[config.mk]
export PLATFORM = sky130hd
export DESIGN_NAME = fifo_reader
export DESIGN_NICKNAME = d
export VERILOG_FILES = /design/src/rtl/fifo_reader_pkg.sv /design/src/rtl/fifo_reader_skid.sv /design/src/rtl/fifo_reader.sv
export SDC_FILE = /design/constraint.sdc
export NUM_CORES = 1
export LEC_CHECK = 0
export ABC_AREA = 1
export CORE_UTILIZATION = 30
export CTS_CLUSTER_SIZE = 14
export DETAILED_ROUTE_END_ITERATION = 6
export HOLD_SLACK_MARGIN = 0.03
export SYNTH_ARGS = -nofsm -noshare
export SYNTH_HDL_FRONTEND = slang
export SYNTH_SLANG_ARGS = --single-unit
export TNS_END_PERCENT = 20
[constraint.sdc]
create_clock -name clk -period 1.8 [get_ports clk]
set_input_delay 0.18 -clock clk [delete_from_list [all_inputs] [get_ports clk]]
set_output_delay 0.18 -clock clk [all_outputs]
set_load 0.02 [all_outputs]
[src/rtl/fifo_reader_pkg.sv]
// Shared definitions for the FIFO-to-stream reader: controller states and
// the depth of the output skid buffer.
package fifo_reader_pkg;

  localparam int SKID_DEPTH = 2;

  typedef enum logic [1:0] {
    ST_IDLE  = 2'd0,
    ST_RUN   = 2'd1,
    ST_DRAIN = 2'd2,
    ST_ERROR = 2'd3
  } state_e;

endpackage

[src/rtl/fifo_reader_skid.sv]
// Two-entry, order-preserving skid buffer. The head entry drives m_data and
// m_valid straight from registers.
module fifo_reader_skid
  import fifo_reader_pkg::*;
#(
  parameter int FIFO_WIDTH = 16
) (
  input  logic                  clk,
  input  logic                  rst,
  input  logic                  push,
  input  logic [FIFO_WIDTH-1:0] push_data,
  input  logic                  m_ready,
  output logic [FIFO_WIDTH-1:0] m_data,
  output logic                  m_valid,
  output logic [1:0]            occ
);

  logic [FIFO_WIDTH-1:0] head_q, head_d;
  logic [FIFO_WIDTH-1:0] tail_q, tail_d;
  logic [1:0]            occ_q, occ_d;
  logic                  m_valid_q, m_valid_d;
  logic                  pop;

  assign pop = m_valid_q && m_ready;

  always_comb begin
    head_d = head_q;
    tail_d = tail_q;
    occ_d  = occ_q;
    case ({push, pop})
      2'b10: begin
        if (occ_q == 2'd0) head_d = push_data;
        else               tail_d = push_data;
        occ_d = occ_q + 2'd1;
      end
      2'b01: begin
        head_d = tail_q;
        occ_d  = occ_q - 2'd1;
      end
      2'b11: begin
        // Occupancy is unchanged; the new word lands behind whatever remains.
        if (occ_q == 2'd1) begin
          head_d = push_data;
        end else begin
          head_d = tail_q;
          tail_d = push_data;
        end
      end
      default: ;
    endcase
    m_valid_d = (occ_d != 2'd0);
  end

  always_ff @(posedge clk or posedge rst) begin
    if (rst) begin
      head_q    <= '0;
      tail_q    <= '0;
      occ_q     <= 2'd0;
      m_valid_q <= 1'b0;
    end else begin
      head_q    <= head_d;
      tail_q    <= tail_d;
      occ_q     <= occ_d;
      m_valid_q <= m_valid_d;
    end
  end

  assign m_data  = head_q;
  assign m_valid = m_valid_q;
  assign occ     = occ_q;

endmodule

[src/rtl/fifo_reader.sv]
// Reads a synchronous FIFO with fixed one-cycle latency and forwards the words
// onto a valid/ready stream, with drain-on-disable and sticky underflow error.
module fifo_reader
  import fifo_reader_pkg::*;
#(
  parameter int FIFO_WIDTH = 16
) (
  input  logic                  clk,
  input  logic                  rst,
  input  logic                  en,
  input  logic                  err_clr,
  input  logic                  fifo_empty,
  input  logic [FIFO_WIDTH-1:0] fifo_data_out,
  input  logic                  fifo_underflow,
  output logic                  fifo_rd_en,
  output logic [FIFO_WIDTH-1:0] m_data,
  output logic                  m_valid,
  input  logic                  m_ready,
  output logic                  busy,
  output logic                  err,
  output logic [15:0]           word_cnt
);

  state_e      state_q, state_d;
  logic        inflight_q;
  logic        err_q, err_d;
  logic [15:0] word_cnt_q, word_cnt_d;
  logic [1:0]  occ;
  logic        pop;
  logic        cap_ok;
  logic        cap_bad;
  logic [2:0]  committed;

  assign pop     = m_valid && m_ready;
  assign cap_ok  = inflight_q && !fifo_underflow;
  assign cap_bad = inflight_q && fifo_underflow;

  // Words already owed to the skid buffer once this cycle's pop is taken out.
  assign committed  = {1'b0, occ} + {2'b00, inflight_q} - {2'b00, pop};
  assign fifo_rd_en = (state_q == ST_RUN) && !fifo_empty && (committed < 3'(SKID_DEPTH));

  always_comb begin
    state_d    = state_q;
    err_d      = err_q;
    word_cnt_d = word_cnt_q + {15'd0, pop};

    if (cap_bad)      err_d = 1'b1;
    else if (err_clr) err_d = 1'b0;

    if (cap_bad) begin
      state_d = ST_ERROR;
    end else begin
      case (state_q)
        ST_IDLE:  if (en && !err_q) state_d = ST_RUN;
        ST_RUN:   if (!en) state_d = ST_DRAIN;
        ST_DRAIN: begin
          if (en)                              state_d = ST_RUN;
          else if (!inflight_q && occ == 2'd0) state_d = ST_IDLE;
        end
        ST_ERROR: if (err_clr) state_d = ST_IDLE;
        default:  state_d = ST_IDLE;
      endcase
    end
  end

  always_ff @(posedge clk or posedge rst) begin
    if (rst) begin
      state_q    <= ST_IDLE;
      inflight_q <= 1'b0;
      err_q      <= 1'b0;
      word_cnt_q <= 16'd0;
    end else begin
      state_q    <= state_d;
      inflight_q <= fifo_rd_en;
      err_q      <= err_d;
      word_cnt_q <= word_cnt_d;
    end
  end

  fifo_reader_skid #(
    .FIFO_WIDTH(FIFO_WIDTH)
  ) u_skid (
    .clk      (clk),
    .rst      (rst),
    .push     (cap_ok),
    .push_data(fifo_data_out),
    .m_ready  (m_ready),
    .m_data   (m_data),
    .m_valid  (m_valid),
    .occ      (occ)
  );

  assign busy     = (state_q != ST_IDLE);
  assign err      = err_q;
  assign word_cnt = word_cnt_q;

endmodule

==> flow_summary.json <==
{
  "syn2layout_area_growth_pct": 35.8,
  "power.total_uw": 4990,
  "clkSlewWorstSetupHoldPaths_ns": 0.11,
  "drtIter0Drc": 90,
  "cts_htree_levels": 2,
  "globalplace.congestion": 0.767,
  "maxSlewHeadroom_pct": 68.1,
  "hold_path.class": "in -> async",
  "dp_hpwl_mm": 4.34,
  "num_io_pins": 59,
  "placement_rows": 34,
  "clock_sinks": 55,
  "finalHoldViolCount": 0,
  "post_synth_simple_gate_area_pct": 32.8,
  "max_freq_mhz": 459,
  "vdd_ir_drop_max_mv": 0.527,
  "antenna_violating_nets_post_route": 0,
  "synth_top_area_share_pct": 50.3,
  "synth.net_count": 368,
  "drc": 0,
  "layout_worst_path_cycle_share_pct": 121,
  "cap_viol_max_count": 0,
  "synth-seq-cells": 55,
  "clockBufferDepth": 2,
  "worstMarginPinSlew_ns": 0.477,
  "grt_first_pass_wirelength_mm": 10.5,
  "vias": 2360,
  "leakage_power_figure_uw": 0.00187,
  "yosysWarningCount": 0,
  "synth_area_per_cell_um2": 8.14,
  "data_required_time_of_the_critical_path_ns": 1.62,
  "power_density_nw_per_um2": 1340,
  "dominant_combinational_cell_family_by_area_after_synthesis": "simple AND/OR/NAND/NOR gates",
  "seq_area_frac_synth_pct": 50.3,
  "violated_checks": "setup timing",
  "critPathArrivalTime_ns": 2.00,
  "worstSetupPathType": "reg -> out",
  "finClkSkew_ns": 0.0113,
  "worst_setup_path_start_kind": "register",
  "clock_tree.root_cell": "clkbuf_8",
  "post-synth-top-count-cell": "nand2_1",
  "placement.cell_area_um2": 3610,
  "postSynth.topFlopCell": "dfrtp_1",
  "synth.area.top_cells": "dfrtp_1, nand2_1, nand3_1",
  "post-route-worst-setup-slack_ns": -0.377,
  "post_synth_num_cell_types": 29,
  "finalWirelength_mm": 6.14,
  "core_area_um2": 8760,
  "grt_antenna_before_repair": 0,
  "first_global_vias": 2304,
  "asyncSetResetFlopFracSynth_pct": 100,
  "numCtsBuffers": 5,
  "critPathMaxFanout": 3,
  "initial_core_util_pct": 31.2,
  "die_w_um": 97.5,
  "synth_compound_gate_area_share_pct": 3.25,
  "rsz_0062_raised_after_global_routing": "true",
  "xor_xnor_fraction_of_synth_area_pct": 3.84,
  "tritoncts": "done",
  "post_route_cells_drive_above_1_share_pct": 12.0,
  "synth_area_um2": 2740,
  "buffer_ports.inserted": 58,
  "synth_adder_area_share_pct": 4.39,
  "grtUsageTotal_pct": 13.5,
  "wl_per_cell_um": 11.7,
  "drt-pass1-iter-count": 4,
  "fp.dieArea_um2": 9510,
  "diodes": 0,
  "synth_top_cells_by_count": "nand2_1, dfrtp_1, nand3_1",
  "final_area_um2": 3710,
  "detail_route.vias_per_cell": 4.51,
  "clkLatencyLatePin_ns": 0.31,
  "finalWorstPathRequiredPeriod_ns": 2.18,
  "end_kind": "primary output",
  "cell_taking_the_most_area_after_synthesis": "dfrtp_1",
  "fin_nets": 446,
  "die_h_um": 97.5,
  "grt_max_degree": 37,
  "timing.final.max_slew_violations": 0,
  "report.final.setup_viol": 1,
  "outcome": "finished, violations left",
  "yosys-mux-area-fraction_pct": 0,
  "preCtsSetupSlack_ns": -0.832,
  "gr-total-overflow": 0,
  "synth_enable_flop_cells": 0,
  "syn_inst": 336
}
## worst max-delay path, cell delays in order, from the launching register on
cell and delay, ns:
dfrtp_2 0.44, nand2_4 0.09, nor2_1 0.05, buf_4 0.13, fa_2 0.36, xor2_2 0.17, nor4_4 0.27, buf_4 0.18
## registers in the layout, summed over array words and instances (netlist names)
signal	cells
u_skid.tail_q	16
err	1
u_skid.m_valid	1
state_q	2
u_skid.m_data	16
word_cnt	16
u_skid.occ	2
inflight_q	1
## stage by stage
step / cells / TNS (ns) / util, % / hold slack (ns)
final: 523 / -0.377 / 42.4 / 0.209
after global routing: 523 / -1.24 / 42.4 / 0.237
after CTS: 523 / -0.419 / 42.3 / 0.215
after detailed placement: 515 / -7.57 / 41.2 / 0.460
after global placement: 515 / -7.32 / 41.2 / 0.454
after floorplan: 336 / -0.349 / - / 0.279
## per-layer routing
layer	share of wire (%)	GRT usage, %	up-vias
met1	48	17.2	1098
li1	-	-	1210
met5	0	0	-
met4	0.93	3.39	0
met3	4.3	3.02	4
met2	47	23.0	48
## placed cells by master (no fill, tap or decap), types with 3 or more instances in the layout
master,count
xnor2_1,5
inv_2,3
dfrtp_1,54
inv_1,21
nand3_1,41
o21ai_0,3
o211ai_1,3
nand4_1,3
xor2_1,6
clkbuf_8,5
ha_1,7
buf_4,20
nor2_1,10
clkdlybuf4s50_1,57
nand2_1,149
## cell type report
| type | instances | area [um2] |
|---|---|---|
| sequential | 55 | 1380 |
| inverter | 25 | 96.3 |
| fill | 889 | 5050 |
| clock buffer | 5 | 68.8 |
| tap | 108 | 135 |
| multi-input combinational | 248 | 1260 |
| timing repair buffer | 79 | 761 |
| clock inverter | 3 | 18.8 |
## repair_timing
item | CTS | global route
setup buffers | 0 | 0
pin swaps | 1 | 0
hold buffers | 0 | 0
resized for setup | 8 | 3
setup endpoints to repair | 3 | 23
## cell families (layout without fill, tap and decap cells)
kind of cell | count (synthesis) | after routing
simple gates | 215 | 215
xor+xnor | 12 | 12
compound gates | 12 | 12
flops | 55 | 55
buf+inv | 33 | 112
fa+ha+maj | 9 | 9
## path summary, 6_finish.rpt
check                                  start                 to  slack [ns]  depth (start not counted)
min in group clk            fifo_data_out[4]   u_skid.tail_q[4]        0.45                          3
setup reg to reg              u_skid.m_valid       word_cnt[14]        0.05                          9
hold / removal                           rst   u_skid.tail_q[7]        0.21                          2
hold reg to reg            u_skid.tail_q[12]  u_skid.tail_q[12]        0.48                          2
setup / recovery              u_skid.m_valid         fifo_rd_en       -0.38                          7
max in group asynchronous                rst  u_skid.tail_q[14]        1.04                          3
## power breakdown
part / internal (uW) / switching, uW / leakage, uW
Sequential: 1670 / 273 / 0.000701
Combinational: 1060 / 1310 / 0.00113
Clock: 275 / 413 / 0.0000483
Total: 3000 / 1990 / 0.00187
Note: power is estimated with default switching activity, not from simulation.
